File: src/rtl/data_path_elastic.sv
// data_path_elastic: elastic, multi-lane timing-chain data path.
// CHANNELS lanes of WIDTH bits move through DATA_DEPTH register stages; each
// stage applies COMB_DEPTH levels of f(x) = rotl1(x) + 1 per lane unless the
// beat is marked bypass. A valid/ready handshake stalls the whole pipeline as
// one unit (bubbles are held, not collapsed). A synchronous flush drops all
// in-flight beats, and an occupancy counter reports how many are in flight.
module data_path_elastic #(
    parameter  int WIDTH      = 8,
    parameter  int CHANNELS   = 1,
    parameter  int DATA_DEPTH = 10,
    parameter  int COMB_DEPTH = 6,
    localparam int CW         = $clog2(DATA_DEPTH + 1)
) (
    input  logic                         clk,
    input  logic                         rst,        // asynchronous, active-low
    input  logic                         in_valid,
    output logic                         in_ready,
    input  logic [CHANNELS*WIDTH-1:0]    in_data,
    input  logic                         in_bypass,
    input  logic                         flush,
    output logic                         out_valid,
    input  logic                         out_ready,
    output logic [CHANNELS*WIDTH-1:0]    out_data,
    output logic [CW-1:0]                count
);

    localparam int DW = CHANNELS * WIDTH;
    localparam int LAST = DATA_DEPTH - 1;

    // One level of the lane function: rotate left by one, then add one,
    // dropping the carry out of the lane.
    function automatic logic [WIDTH-1:0] f_level(input logic [WIDTH-1:0] x);
        logic [WIDTH-1:0] rot;
        rot = {x[WIDTH-2:0], x[WIDTH-1]};
        return rot + {{(WIDTH-1){1'b0}}, 1'b1};
    endfunction

    // COMB_DEPTH levels applied to every lane independently; lanes never
    // exchange carries.
    function automatic logic [DW-1:0] f_stage(input logic [DW-1:0] x);
        logic [DW-1:0]    y;
        logic [WIDTH-1:0] lane;
        y = '0;
        for (int l = 0; l < CHANNELS; l++) begin
            lane = x[l*WIDTH +: WIDTH];
            for (int c = 0; c < COMB_DEPTH; c++) begin
                lane = f_level(lane);
            end
            y[l*WIDTH +: WIDTH] = lane;
        end
        return y;
    endfunction

    logic [DW-1:0]         r_data [DATA_DEPTH];
    logic [DATA_DEPTH-1:0] r_valid;
    logic [DATA_DEPTH-1:0] r_bypass;
    logic [CW-1:0]         r_count;

    logic                  w_adv;
    logic                  w_accept;
    logic                  w_out_hs;
    logic [DW-1:0]         w_next [DATA_DEPTH];

    // The last stage's bypass bit has no consumer downstream; it is kept so
    // every stage carries the same fields.
    logic                  w_unused_last_bypass;
    assign w_unused_last_bypass = r_bypass[LAST];

    // Handshake decode: the pipeline advances whenever the output slot is
    // empty or being taken; backpressure reaches in_ready combinationally.
    always_comb begin
        // NOTE: every always_comb output gets a value on every path (here
        // unconditionally) so no latch can be inferred.
        w_adv    = !r_valid[LAST] || out_ready;
        w_accept = in_valid && w_adv && !flush;
        w_out_hs = r_valid[LAST] && out_ready;
    end

    // Per-stage next data: the stage function, or identity for bypassed beats.
    always_comb begin
        w_next[0] = in_bypass ? in_data : f_stage(in_data);
        for (int k = 1; k < DATA_DEPTH; k++) begin
            w_next[k] = r_bypass[k-1] ? r_data[k-1] : f_stage(r_data[k-1]);
        end
    end

    // Stage registers: shift on advance, load stage 0 only on accept, and
    // clear every valid bit on flush.
    always_ff @(posedge clk or negedge rst) begin
        if (!rst) begin
            // NOTE: the data registers are reset as well because out_data
            // must read 0 during reset, not just out_valid.
            r_valid  <= '0;
            r_bypass <= '0;
            for (int k = 0; k < DATA_DEPTH; k++) begin
                r_data[k] <= '0;
            end
        end else begin
            // NOTE: sequential state uses non-blocking assignments so each
            // stage samples its predecessor's pre-edge value.
            if (w_adv) begin
                r_valid[0] <= w_accept;
                if (w_accept) begin
                    r_data[0]   <= w_next[0];
                    r_bypass[0] <= in_bypass;
                end
                for (int k = 1; k < DATA_DEPTH; k++) begin
                    r_valid[k]  <= r_valid[k-1];
                    r_bypass[k] <= r_bypass[k-1];
                    r_data[k]   <= w_next[k];
                end
            end
            // Later assignment wins: flush drops every in-flight beat.
            if (flush) begin
                r_valid <= '0;
            end
        end
    end

    // Occupancy: +1 on accept, -1 on output handshake, 0 after flush.
    always_ff @(posedge clk or negedge rst) begin
        if (!rst) begin
            r_count <= '0;
        end else if (flush) begin
            r_count <= '0;
        end else if (w_accept && !w_out_hs) begin
            r_count <= r_count + CW'(1);
        end else if (!w_accept && w_out_hs) begin
            r_count <= r_count - CW'(1);
        end
    end

    assign in_ready  = w_adv && !flush;
    assign out_valid = r_valid[LAST];
    assign out_data  = r_data[LAST];
    assign count     = r_count;

endmodule

File: config.mk
export PLATFORM = sky130hd
export DESIGN_NAME = data_path_elastic
export DESIGN_NICKNAME = d
export VERILOG_FILES = /design/src/rtl/data_path_elastic.sv
export SDC_FILE = /design/constraint.sdc
export NUM_CORES = 1
export LEC_CHECK = 0
export BUFFER_PORTS_ARGS = -buffer_cell sky130_fd_sc_hd__buf_2
export CAP_MARGIN = 20
export CORE_MARGIN = 1
export CORE_UTILIZATION = 60
export CTS_CLUSTER_SIZE = 25
export DETAILED_ROUTE_END_ITERATION = 12
export PLACE_DENSITY = 0.82
export SKIP_LAST_GASP = 1
export SYNTH_ARGS = -nofsm -noshare
export SYNTH_HDL_FRONTEND = slang
export SYNTH_SLANG_ARGS = --single-unit
File: constraint.sdc
create_clock -name clk -period 11.5 [get_ports clk]
set_input_delay 2.3 -clock clk [delete_from_list [all_inputs] [get_ports clk]]
set_output_delay 2.3 -clock clk [all_outputs]
set_load 0.005 [all_outputs]
==> flow_summary.yaml <==
timing:
  slew_violations: 0
  max_freq_mhz: 142
  final_hold_viol_count: 0
  fin_crit_ns: 7.02
  rsz0062_at_grt: "no"
  worst_pin_slew_ns: 1.03
  slew_headroom_pct: 31.1
  finalCritPeriodShare_pct: 61.1
  fin_tns_setup_ns: 0
  fin_skew_ns: 0.00765
  setup_viol: 0
worst_setup_path:
  critPathSlowestCell: "a2111oi_0"
  cp.arrival_ns: 7.28
  path_max_fanout: 15
  critPathCaptureType: "register"
  critical-path-max-stage-delay_ns: 0.45
  worstPathRequired_ns: 11.76
  critPathBufInv: 1
  cp_cell_sequence: "buf_2, ha_1, xor2_1, nand3_1, a21oi_1, xor2_1, xor2_1, ha_1, nand3_1, a2111oi_0, a211oi_1, o41a_1, o211ai_1, xnor2_1, ha_1, and3_1, maj3_1, and3_1, nor3_1, a21oi_1, o21ai_0"
  worst-setup-path-type: "in -> reg"
  cp_top_family: "compound AO/OA/AOI/OAI gates"
  critPathLaunchType: "input pin"
placement:
  gp_congestion: 0.888
  numPlacedInstances: 1903
  dp_hpwl_mm: 21.9
  numPortBuffers: 27
die:
  core_area_um2: 21100
  die_width_um: 149
  ios: 28
  initial_core_util_pct: 61.6
  fp-row-count: 53
  dieArea_um2: 22200
  fp.dieH_um: 149
synthesis:
  synth_seq_cells: 103
  syn_area_per_cell_um2: 7.60
  async_reset_ff_share_pct: 100
  yosys.area.top_type: "dfrtp_1"
  ys.flop_type: "dfrtp_1"
  synth_cell_types: 92
  synth.area.top_cells: "dfrtp_1, xnor2_1, xor2_1"
  yosysSeqAreaShare_pct: 19.9
  synth_top_area_share_pct: 19.9
  syn_nets: 1785
  postSynthCellCount: 1708
  synth_edf_count: 0
  yosys_warnings: 0
  netlist_area_um2: 13000
clock_tree:
  cts_buffer_depth: 2
  cts_tree: "yes"
  cts.sinks: 103
  cts_buffers: 9
  cts_root_buf: "clkbuf_16"
  postCtsSetupBuffers: 0
  clkTransAtPathRegs_ns: 0.07
  holdBufCountCts: 0
  cts_resized: 0
  clkLatencyLatePin_ns: 0.35
  htree_levels: 3
route:
  dr.pass1.iters: 9
  routed_via_density: 6.30
  wl_per_cell_um: 15.6
  ant_nets: 0
  drt-total-wl_mm: 29.9
  drt-initial-drc-count: 912
  num_vias: 12100
  route.detailed.drc: 0
grt:
  antenna_found_initial: 0
  track_usage_pct: 27.4
  grt_overflow_total: 0
  grt_pass1_vias: 11200
  grt_first_pass_wirelength_mm: 51.5
  grt_start_max_net_pins: 83
final_layout:
  multiInputGateArea_um2: 9690
  area_growth_pct: 2.47
  register_area_um2: 2580
  fin_nets: 1717
  fin_cells: 1918
  antenna_cells: 0
  fillCellCount: 1848
  drive_gt1_share_pct: 5.30
job:
  cap_violations: 0
run_status:
  status: "complete, no violations"
worst_hold_path:
  hold_path.class: "reg -> reg"
cells by family after synthesis:
logic type | count (synthesis) | synth area share [%]
XOR/XNOR | 264 | 18.4
AND/OR/NAND/NOR | 652 | 25.9
adder cells (fa/ha/maj) | 66 | 6.36
buffers and inverters | 176 | 5.61
multiplexers | 25 | 1.98
AO/OA/AOI/OAI | 422 | 21.9
flip-flops | 103 | 19.9
flip-flops by register name (all words and copies together) (netlist names):
name / cells
count: 4
out_data: 8
r_bypass: 9
r_data: 72
r_valid: 10
worst min-delay path, cell delays in order, from the launching register on:
cell	delay [ns]
dfrtp_1	0.34
nand2_1	0.04
o21ai_0	0.06
cells in the mapped netlist, drive strengths merged (9+ instances only):
| cell | n |
|---|---|
| a21oi | 103 |
| xnor2 | 159 |
| a221o | 9 |
| a31oi | 20 |
| nor3 | 33 |
| nor4 | 10 |
| nand2 | 196 |
| nand3 | 73 |
| o211ai | 18 |
| o311ai | 9 |
| or2 | 10 |
| nand2b | 21 |
| inv | 64 |
| nor2 | 115 |
| o221ai | 11 |
| and2 | 22 |
| mux2i | 20 |
| a211oi | 15 |
| xor2 | 100 |
| ha | 62 |
| and4 | 11 |
| or3 | 21 |
| nor4b | 9 |
| o31ai | 12 |
| a21o | 10 |
| nor3b | 10 |
| buf | 25 |
| clkbuf | 86 |
| dfrtp | 103 |
| o21a | 20 |
| nor2b | 13 |
| o21ai | 93 |
| nand4 | 27 |
| and3 | 35 |
| nand3b | 14 |
routing by layer:
metal,up-vias,track usage [%],wire length [µm]
li1,5981,-,-
met1,5725,36.3,13700
met2,327,46.7,14400
met3,52,3.03,1220
met4,0,8.72,544
met5,-,0,0
cell type report:
type	instances	area share, %
sequential	103	19.4
clock buffer	11	1.75
tap	275	2.59
timing repair buffer	32	1.47
multi-input combinational	1429	72.8
clock inverter	3	0.169
inverter	65	1.83
per-stage QoR:
step	utilization, %	hold WS, ns	instance area (µm²)	setup WS [ns]
floorplan	-	0.451	13000	4.72
global placement	61.7	0.465	13000	4.39
detailed placement	61.7	0.468	13000	4.22
CTS	63.0	0.483	13300	4.55
global route	63.1	0.495	13300	3.89
finish	63.1	0.478	13300	4.48
final timing paths:
kind                             startpoint          end  slack, ns  depth (start not counted)
min in group asynchronous               rst   r_data[73]       1.83                          1
max in group asynchronous               rst   r_data[19]       8.68                          3
worst min register to register  out_data[0]  out_data[0]       0.48                          2
worst min-delay path            out_data[0]  out_data[0]       0.48                          2
worst max register to register   r_data[79]   r_data[70]       5.39                         21
worst max-delay path             in_data[7]   r_data[78]       4.48                         21
cells in the final DEF, fill, tap and decap left out, types with 11 or more instances in the layout:
| master | synthesis | layout |
|---|---|---|
| ha_1 | 62 | 62 |
| nor3_1 | 33 | 33 |
| o211ai_1 | 18 | 18 |
| inv_1 | 64 | 64 |
| a31oi_1 | 20 | 20 |
| buf_2 | 9 | 26 |
| xor2_1 | 100 | 100 |
| nand2b_1 | 21 | 20 |
| o221ai_1 | 11 | 11 |
| nand3b_1 | 14 | 14 |
| xnor2_1 | 158 | 158 |
| nand2_1 | 196 | 196 |
| a211oi_1 | 15 | 15 |
| and3_1 | 35 | 35 |
| dfrtp_1 | 103 | 103 |
| mux2i_1 | 20 | 20 |
| o31ai_1 | 12 | 12 |
| o21ai_0 | 91 | 91 |
| nand4_1 | 26 | 26 |
| or3_1 | 19 | 19 |
| nor2b_1 | 13 | 12 |
| a21oi_1 | 102 | 102 |
| nor2_1 | 114 | 114 |
| and2_1 | 20 | 20 |
| o21a_1 | 20 | 20 |
| nand3_1 | 73 | 73 |
Power is left out: the tool's default activity adds up to more than one toggle a clock period on the data nets, which glitch-free logic cannot reach.
